===== src/rtl/ram_pkg.sv =====
// Shared types and helpers for the ram_2p_bwe storage primitive.
// Latency: n/a (types, constants and pure functions only).
// Backpressure: n/a.
package ram_pkg;

    typedef enum logic {
        INIT = 1'b0,
        RUN  = 1'b1
    } state_t;

    // Same-address read-during-write behaviour.
    localparam int RDW_OLD = 0;
    localparam int RDW_NEW = 1;

    // Even parity: the stored bit makes the total number of ones even.
    function automatic logic byte_par(input logic [7:0] b);
        return ^b;
    endfunction

    // Selects the new byte where its enable is set, otherwise keeps the old one.
    function automatic logic [7:0] byte_merge(input logic [7:0] old_b,
                                              input logic [7:0] new_b,
                                              input logic       be);
        return be ? new_b : old_b;
    endfunction

endpackage


===== src/rtl/ram_2p_array.sv =====
// Storage array: one lane-masked write port, one registered read port (old data on collision).
// Latency: read data appears on the edge that samples re_i; writes are visible one edge later.
// Backpressure: none; the caller keeps both addresses in range whenever the enables are high.
module ram_2p_array #(
    parameter int DEPTH = 16,
    parameter int NB    = 4,
    parameter int LW    = 8,
    parameter int AW    = 4
) (
    input  logic             clk_i,
    input  logic             rst_i,
    input  logic             we_i,
    input  logic [NB-1:0]    be_i,
    input  logic [AW-1:0]    waddr_i,
    input  logic [NB*LW-1:0] wdata_i,
    input  logic             re_i,
    input  logic [AW-1:0]    raddr_i,
    output logic [NB*LW-1:0] rdata_o
);

    logic [NB*LW-1:0] mem_q [DEPTH];
    logic [NB*LW-1:0] rdata_q;

    // Lane-masked write; the array itself carries no reset.
    always_ff @(posedge clk_i) begin
        if (we_i) begin
            for (int i = 0; i < NB; i++) begin
                if (be_i[i]) begin
                    mem_q[waddr_i][i*LW +: LW] <= wdata_i[i*LW +: LW];
                end
            end
        end
    end

    // Registered read; holds its value when no read is issued.
    always_ff @(posedge clk_i or posedge rst_i) begin
        if (rst_i) begin
            rdata_q <= '0;
        end else if (re_i) begin
            rdata_q <= mem_q[raddr_i];
        end
    end

    assign rdata_o = rdata_q;

endmodule


===== src/rtl/ram_2p_bwe.sv =====
// Dual-port RAM with byte write enables, read-during-write select, optional output register,
// clear sweep after reset/CLR, and per-byte parity when MEM_PARITY_EN is defined.
// Latency: read data 0 cycles after the sampling edge (1 with OUT_REG); READY low during the sweep.
module ram_2p_bwe #(
    parameter int               WIDTH    = 32,
    parameter int               DEPTH    = 16,
    parameter int               RDW_MODE = 0,
    parameter int               OUT_REG  = 0,
    parameter logic [WIDTH-1:0] INIT_VAL = '0,
    localparam int              NB       = WIDTH / 8,
    localparam int              AW       = (DEPTH > 1) ? $clog2(DEPTH) : 1
) (
    input  logic             CLK,
    input  logic             RESET,
    input  logic             CS,
    input  logic             WE,
    input  logic [NB-1:0]    WBE,
    input  logic [AW-1:0]    WADDR,
    input  logic [WIDTH-1:0] WDATA,
    input  logic             RE,
    input  logic [AW-1:0]    RADDR,
    input  logic             CLR,
`ifdef MEM_PARITY_EN
    input  logic             PINJ,
    output logic             PERR,
`endif
    output logic [WIDTH-1:0] RDATA,
    output logic             RVALID,
    output logic             READY
);

    import ram_pkg::*;

    // Each lane is a data byte, plus its parity bit when parity is enabled.
`ifdef MEM_PARITY_EN
    localparam int LW = 9;
`else
    localparam int LW = 8;
`endif
    localparam int              ADW     = NB * LW;
    localparam logic [AW:0]     DEPTH_C = (AW+1)'(DEPTH);
    localparam logic [AW-1:0]   LAST_A  = AW'(DEPTH - 1);

    state_t           state_q;
    logic [AW-1:0]    cnt_q;
    logic             ready_q;

    logic             w_inr, r_inr;
    logic             usr_wr, usr_rd, byp;
    logic [ADW-1:0]   usr_word, init_word;

    logic             arr_we, arr_re;
    logic [NB-1:0]    arr_be;
    logic [AW-1:0]    arr_wa;
    logic [ADW-1:0]   arr_wd, arr_rd;

    logic             rvld_q, oob_q, byp_q;
    logic [NB-1:0]    bbe_q;
    logic [ADW-1:0]   bwd_q;
    logic [WIDTH-1:0] rd_dat;
`ifdef MEM_PARITY_EN
    logic             rd_err;
`endif

    // Sweep/run FSM: INIT walks cnt over every address, RUN accepts user traffic.
    always_ff @(posedge CLK or posedge RESET) begin
        if (RESET) begin
            state_q <= INIT;
            cnt_q   <= '0;
            ready_q <= 1'b0;
        end else begin
            case (state_q)
                INIT: begin
                    if (cnt_q == LAST_A) begin
                        state_q <= RUN;
                        cnt_q   <= '0;
                        ready_q <= 1'b1;
                    end else begin
                        cnt_q <= cnt_q + AW'(1);
                    end
                end
                RUN: begin
                    if (CLR) begin
                        state_q <= INIT;
                        cnt_q   <= '0;
                        ready_q <= 1'b0;
                    end
                end
                default: begin
                    state_q <= INIT;
                    cnt_q   <= '0;
                    ready_q <= 1'b0;
                end
            endcase
        end
    end

    assign READY  = ready_q;
    assign w_inr  = ({1'b0, WADDR} < DEPTH_C);
    assign r_inr  = ({1'b0, RADDR} < DEPTH_C);
    assign usr_wr = ready_q & CS & WE & w_inr;
    assign usr_rd = ready_q & CS & RE;
    assign byp    = usr_wr & usr_rd & r_inr & (WADDR == RADDR) & (RDW_MODE == RDW_NEW);

    // Pack user and sweep data into lanes; PINJ flips the stored byte-0 parity.
    always_comb begin
        usr_word  = '0;
        init_word = '0;
        for (int i = 0; i < NB; i++) begin
            usr_word[i*LW +: 8]  = WDATA[i*8 +: 8];
            init_word[i*LW +: 8] = INIT_VAL[i*8 +: 8];
`ifdef MEM_PARITY_EN
            usr_word[i*LW + 8]  = byte_par(WDATA[i*8 +: 8]);
            init_word[i*LW + 8] = byte_par(INIT_VAL[i*8 +: 8]);
`endif
        end
`ifdef MEM_PARITY_EN
        usr_word[8] = byte_par(WDATA[7:0]) ^ PINJ;
`endif
    end

    // The sweep owns the write port in INIT; user writes are ignored there.
    always_comb begin
        if (state_q == INIT) begin
            arr_we = 1'b1;
            arr_be = '1;
            arr_wa = cnt_q;
            arr_wd = init_word;
        end else begin
            arr_we = usr_wr;
            arr_be = WBE;
            arr_wa = WADDR;
            arr_wd = usr_word;
        end
    end

    assign arr_re = usr_rd & r_inr;

    ram_2p_array #(
        .DEPTH (DEPTH),
        .NB    (NB),
        .LW    (LW),
        .AW    (AW)
    ) u_array (
        .clk_i   (CLK),
        .rst_i   (RESET),
        .we_i    (arr_we),
        .be_i    (arr_be),
        .waddr_i (arr_wa),
        .wdata_i (arr_wd),
        .re_i    (arr_re),
        .raddr_i (RADDR),
        .rdata_o (arr_rd)
    );

    // Capture read side-band (valid, out-of-range, bypass lanes) alongside the array read.
    always_ff @(posedge CLK or posedge RESET) begin
        if (RESET) begin
            rvld_q <= 1'b0;
            oob_q  <= 1'b0;
            byp_q  <= 1'b0;
            bbe_q  <= '0;
            bwd_q  <= '0;
        end else begin
            rvld_q <= usr_rd;
            if (usr_rd) begin
                oob_q <= ~r_inr;
                byp_q <= byp;
                bbe_q <= WBE;
                bwd_q <= usr_word;
            end
        end
    end

    // Merge bypassed lanes over the old word, then check parity on the merged result.
    always_comb begin
        rd_dat = '0;
`ifdef MEM_PARITY_EN
        rd_err = 1'b0;
`endif
        for (int i = 0; i < NB; i++) begin
            rd_dat[i*8 +: 8] = byte_merge(arr_rd[i*LW +: 8], bwd_q[i*LW +: 8], byp_q & bbe_q[i]);
`ifdef MEM_PARITY_EN
            rd_err = rd_err | (byte_par(rd_dat[i*8 +: 8]) ^
                               ((byp_q & bbe_q[i]) ? bwd_q[i*LW + 8] : arr_rd[i*LW + 8]));
`endif
        end
        if (oob_q) begin
            rd_dat = INIT_VAL;
`ifdef MEM_PARITY_EN
            rd_err = 1'b0;
`endif
        end
    end

    generate
        if (OUT_REG != 0) begin : g_oreg
            logic [WIDTH-1:0] odat_q;
            logic             ovld_q;
`ifdef MEM_PARITY_EN
            logic             oerr_q;
`endif
            // Extra pipeline stage; data and error only move with a valid result.
            always_ff @(posedge CLK or posedge RESET) begin
                if (RESET) begin
                    odat_q <= '0;
                    ovld_q <= 1'b0;
`ifdef MEM_PARITY_EN
                    oerr_q <= 1'b0;
`endif
                end else begin
                    ovld_q <= rvld_q;
                    if (rvld_q) begin
                        odat_q <= rd_dat;
`ifdef MEM_PARITY_EN
                        oerr_q <= rd_err;
`endif
                    end
                end
            end
            assign RDATA  = odat_q;
            assign RVALID = ovld_q;
`ifdef MEM_PARITY_EN
            assign PERR   = ovld_q & oerr_q;
`endif
        end else begin : g_direct
            assign RDATA  = rd_dat;
            assign RVALID = rvld_q;
`ifdef MEM_PARITY_EN
            assign PERR   = rvld_q & rd_err;
`endif
        end
    endgenerate

endmodule


===== config.mk =====
export PLATFORM = sky130hd
export DESIGN_NAME = ram_2p_bwe
export DESIGN_NICKNAME = d
export VERILOG_FILES = /design/src/rtl/ram_pkg.sv /design/src/rtl/ram_2p_array.sv /design/src/rtl/ram_2p_bwe.sv
export SDC_FILE = /design/constraint.sdc
export NUM_CORES = 1
export LEC_CHECK = 0
export CORE_UTILIZATION = 60
export DETAILED_ROUTE_END_ITERATION = 10
export HOLD_SLACK_MARGIN = 0.03
export PLACE_DENSITY = 0.9
export SETUP_SLACK_MARGIN = 0.3
export SKIP_CTS_REPAIR_TIMING = 1
export SYNTH_ARGS = -nofsm -noshare
export SYNTH_HDL_FRONTEND = slang
export SYNTH_SLANG_ARGS = --single-unit

===== constraint.sdc =====
create_clock -name CLK -period 2.65 [get_ports CLK]
set_input_delay 0.265 -clock CLK [delete_from_list [all_inputs] [get_ports CLK]]
set_output_delay 0.265 -clock CLK [all_outputs]
set_load 0.005 [all_outputs]

After elaboration in Yosys (flattened, before gate mapping)
Memories as Yosys holds them, arrays and structs flattened. A register that Yosys moved wholly into a read port is not among the register bits. Cells that the tools add are included.

Memories: 1. Bits of input ports: 50. Logic and storage cells: 39. Bits in writable memories: 512. Output and inout bits: 34. Flip-flop bits (word level): 7.

Memories: u_array.mem_q (depth 16, width 32, read ports 1, clocked after Yosys merged registers in 1, wr ports 1, line ram_2p_array.sv:21) `logic [NB*LW-1:0] mem_q [DEPTH];`.

Add/subtract/negate cells: 1. Mux-type cells: 25. Bitwise operators: 4. Reductions and logical operators: 1. Equality and inequality tests: 3.

Operators with widths (count): $mux W32 (1); $mux W1 (17); $mux W4 (4); $pmux W4 S2 (1); $add A4 B1 Y4 const B (1); $eq A4 B4 Y1 const B (1); $ne A2 B2 Y1 const B (2); $pmux W1 S2 (2); $and A1 B1 Y1 (3); $reduce_and A2 Y1 (1); $not A1 Y1 (1).

Logic depth before layout (Yosys ltp)
Word-level depth: 5. Gate-level depth with buffers: 7.

Hierarchy
Synthesis repeated with hierarchy kept, for this count alone.

Cells, all modules: 1023. Area total of the unflattened synthesis: 21602.0 um^2.

By module, submodules not included: ram_2p_array (cells each 948, sequential area each 16175.5 um^2, area each 20987.6 um^2, instances 1); ram_2p_bwe (cells each 75, sequential area each 175.2 um^2, area each 614.3 um^2, instances 1).

Worst setup path before layout
No wires, ideal clock.

Path type: register to register. Start: register state_q. End: memory u_array.mem_q[13][10] (netlist bit) (enable). Arrival time: 1.541 ns. Period minus slack after synthesis: 1.912 ns. Data required time: 2.280 ns. Path buffers: 1. Setup time: 0.370 ns. Path slack: 0.738 ns. Cell stages (with the launch flop): 5. Cell sequence: dfrtp_1 clkbuf_1 o32ai_1 nand2_1 nor2_1.

Cells in the longest elaborated chain, start to end: 4. Elaborated cells between the ends (all ways): 6.

Ends and longest elaborated chain: from (decl) (line ram_2p_bwe.sv:44) `state_t state_q;`; from (signal assigned) (line ram_2p_bwe.sv:68) `state_q <= INIT;`; from (signal assigned) (line ram_2p_bwe.sv:75) `state_q <= RUN;`; from (signal assigned) (line ram_2p_bwe.sv:84) `state_q <= INIT;`; $mux W4 (line ram_2p_bwe.sv:124) `if (state_q == INIT) begin`; $mux W1 (line ram_2p_array.sv:28) `if (be_i[i]) begin`; $mux W1 (line ram_2p_array.sv:26) `if (we_i) begin`; $mux W1 (not written as such) (line ram_2p_array.sv:29) `mem_q[waddr_i][i*LW +: LW] <= wdata_i[i*LW +: LW];`; to (decl) (line ram_2p_array.sv:21).

Several ways; a longest one is shown, not always the timed one.

Final worst setup path
Start: register state_q. End: memory u_array.mem_q[7][29] (netlist bit) (enable).

Same word-level chain as after synthesis.

==> results.txt <==
Status: completed
Number of I/O pins: 84
Vias: 12.7k
Drt pass-1 iters: 6
Worst-margin pin slew: 822 ps
Hold slack: 66.9 ps
Drt drc: 0
Die Ht: 192 um
Global-route wire length before repair: 80300 um
CTS Root Cell: clkbuf_16
DR WL/cell: 29.0 um
Dpl cells: 1780
ANT nets after route: 0
Fin. max-slew vios: 0
Largest net degree at the start of global routing: 55
Pre-CTS setup slack: -11.1 ps
Post-Syn Instances: 1211
First DRT Iteration DRCs: 1702
Worst-path clk slew: 60 ps
Initial antenna violation count: 0
Peak Freq: 405 MHz
Peak VDD IR: 920 uV
# rows: 69
Share of layout cells above drive strength 1: 18.0%
Final setup slack of the worst path: 181 ps
Crit Path Category: reg -> reg
Design Area, Final: 25100 sq um
GRT Total Usage: 30.4%
Final cycle utilization of the critical path: 93.2%
Unrepaired setup endpoints after global routing: yes
CP startpoint kind: flip-flop
Clock Tree Buf Depth: 3
Synth Cell Area: 21600 sq um
Vias per cell: 6.78
Worst Skew: 15.5 ps
Max-cap viol count: 0
Avg Inst Size Synth: 17.8 sq um
CTS buffer count: 51
# nets final: 1423
Final cell count without fillers: 1876
Setup TNS: 0 ps
CTS sink cnt: 551
PnR Total Power: 24.5 mW
Synth unique cells: 38
Relative slew slack: 44.9%
Fin. Hold Viols: 0
Worst Path Max Fanout: 28
WP data arrival: 2740 ps
Leak: 8.96 nW
Die area: 36700 sq um
Worst-Skew Late Latency: 570 ps
Placement Cell Area: 23400 sq um
Crit path time final: 2470 ps
Element type at the critical path end: flip-flop
HPWL Detailed: 32400 um
I/O Buffers: 83
CTS tree: yes
Syn-to-layout area delta: 16.4%
Sequential fraction of the synthesis area: 75.8%
Commonest non-fill, non-tap cell in the layout: edfxtp_1
Antenna cell count: 0
Initial Util: 60.8%
Wirelength, routed: 54500 um
Global route overflow: 0
CORE AREA: 35500 sq um
Syn nets: 1262
Synth Warn #: 0
Pwr per Cell Area: 975 nW/um^2
Vias in the first global route: 13.1k
Final Util: 70.8%
Most frequent cells in the layout: 512 x edfxtp_1, 133 x mux2i_1, 96 x nor2_1
Die Span X: 192 um
Worst Path Required: 2920 ps
RePlAce Congestion: 0.842
Endpoints failing setup: 0
Hold WC Path Type: in -> async
# H-tree levels: 2
Synth Register Bits: 551
-- final cells by class --
class	count	area, sq um
tap	461	577
clock inverter	30	264
timing repair buffer	180	1660
multi-input combinational	580	4850
fill	1940	10400
clock buffer	66	1380
inverter	8	30.0
sequential	551	16400
-- metal layers --
metal	vias to the layer above	global-route usage, %	wire (um)	share of wire, %
met1	6343	39.3	18600	34
li1	5094	-	-	-
met4	0	14.0	2470	4.5
met3	191	5.90	6110	11
met5	-	0	0	0
met2	1083	50.4	27300	50
-- worst max-delay path, cell delays in order, from the launching register on --
cell,delay (ps)
dfrtp_4,680
nand2_1,230
o22ai_1,430
nand2_1,360
nor2_1,240
buf_4,220
-- registers in the layout, indices dropped and copies added, names as in the netlist --
register         cells
cnt_q                4
u_array.mem_q      512
state_q              1
READY                1
u_array.rdata_o     32
RVALID               1
-- final timing paths --
kind	start	cells past startpoint	slack, ps	endpoint
min reg2reg	u_array.rdata_o[25]$_DFFE_PP0P_	2	550	u_array.rdata_o[25]$_DFFE_PP0P_
min	RESET	3	70	u_array.rdata_o[30]$_DFFE_PP0P_
min in group CLK	RADDR[1]	5	430	u_array.rdata_o[8]$_DFFE_PP0P_
max reg2reg	state_q$_DFF_PP0_	5	180	u_array.mem_q[7][29]$_DFFE_PP_
max in group asynchronous	RESET	3	2310	state_q$_DFF_PP0_
max	state_q$_DFF_PP0_	5	180	u_array.mem_q[7][29]$_DFFE_PP_
-- report_power, final --
part / switching (mW) / internal (mW) / leakage [nW]
clock network: 3.16 / 4.09 / 0.822
registers: 0.752 / 11.8 / 5.23
logic: 2.89 / 1.82 / 2.91
total: 6.81 / 17.7 / 8.96
-- Yosys cell counts --
cell       number  area (sq um)
a21oi_1        23           115
a22oi_1        64           480
mux4_2         60          1350
buf_8           2          30.0
nand2b_1        3          18.8
a21boi_1        4          30.0
buf_2          21           105
o22ai_1         6          37.5
buf_4          13          97.6
nand4_1        22           138
a21o_1          1          7.51
and3_1          1          6.26
buf_1           1          3.75
edfxtp_1      512         15400
o2bb2ai_1       1          8.76
clkbuf_1       28           105
clkbuf_4        2          15.0
a21boi_0        2          15.0
a31oi_1        31           194
xnor2_1         1          8.76
o32ai_1         4          35.0
nand3_1         3          15.0
and2_1         34           213
clkbuf_2        1          5.00
dfrtp_1        39           976
o21ai_0         1          5.00
inv_1           7          26.3
nor2b_1         4          25.0
nor2_4          1          11.3
nand2_1        79           297
buf_6           4          45.0
inv_2           1          3.75
a2bb2o_1        1          10.0
mux2i_1       133          1330
mux4_1          2          52.6
a2bb2oi_1       1          8.76
ha_1            1          12.5
nor2_1         97           364
-- kinds of logic (layout without fill, tap and decap cells) --
logic type / count (synthesis) / count (layout) / share of synthesized area, %
AO/OA/AOI/OAI: 139 / 139 / 4.39
XOR/XNOR: 1 / 1 / 0.0406
adder cells (fa/ha/maj): 1 / 1 / 0.0580
buffers and inverters: 80 / 284 / 2.02
flip-flops: 551 / 551 / 75.8
multiplexers: 195 / 195 / 12.7
AND/OR/NAND/NOR: 244 / 244 / 5.04
(Power assumes the default switching activity.)
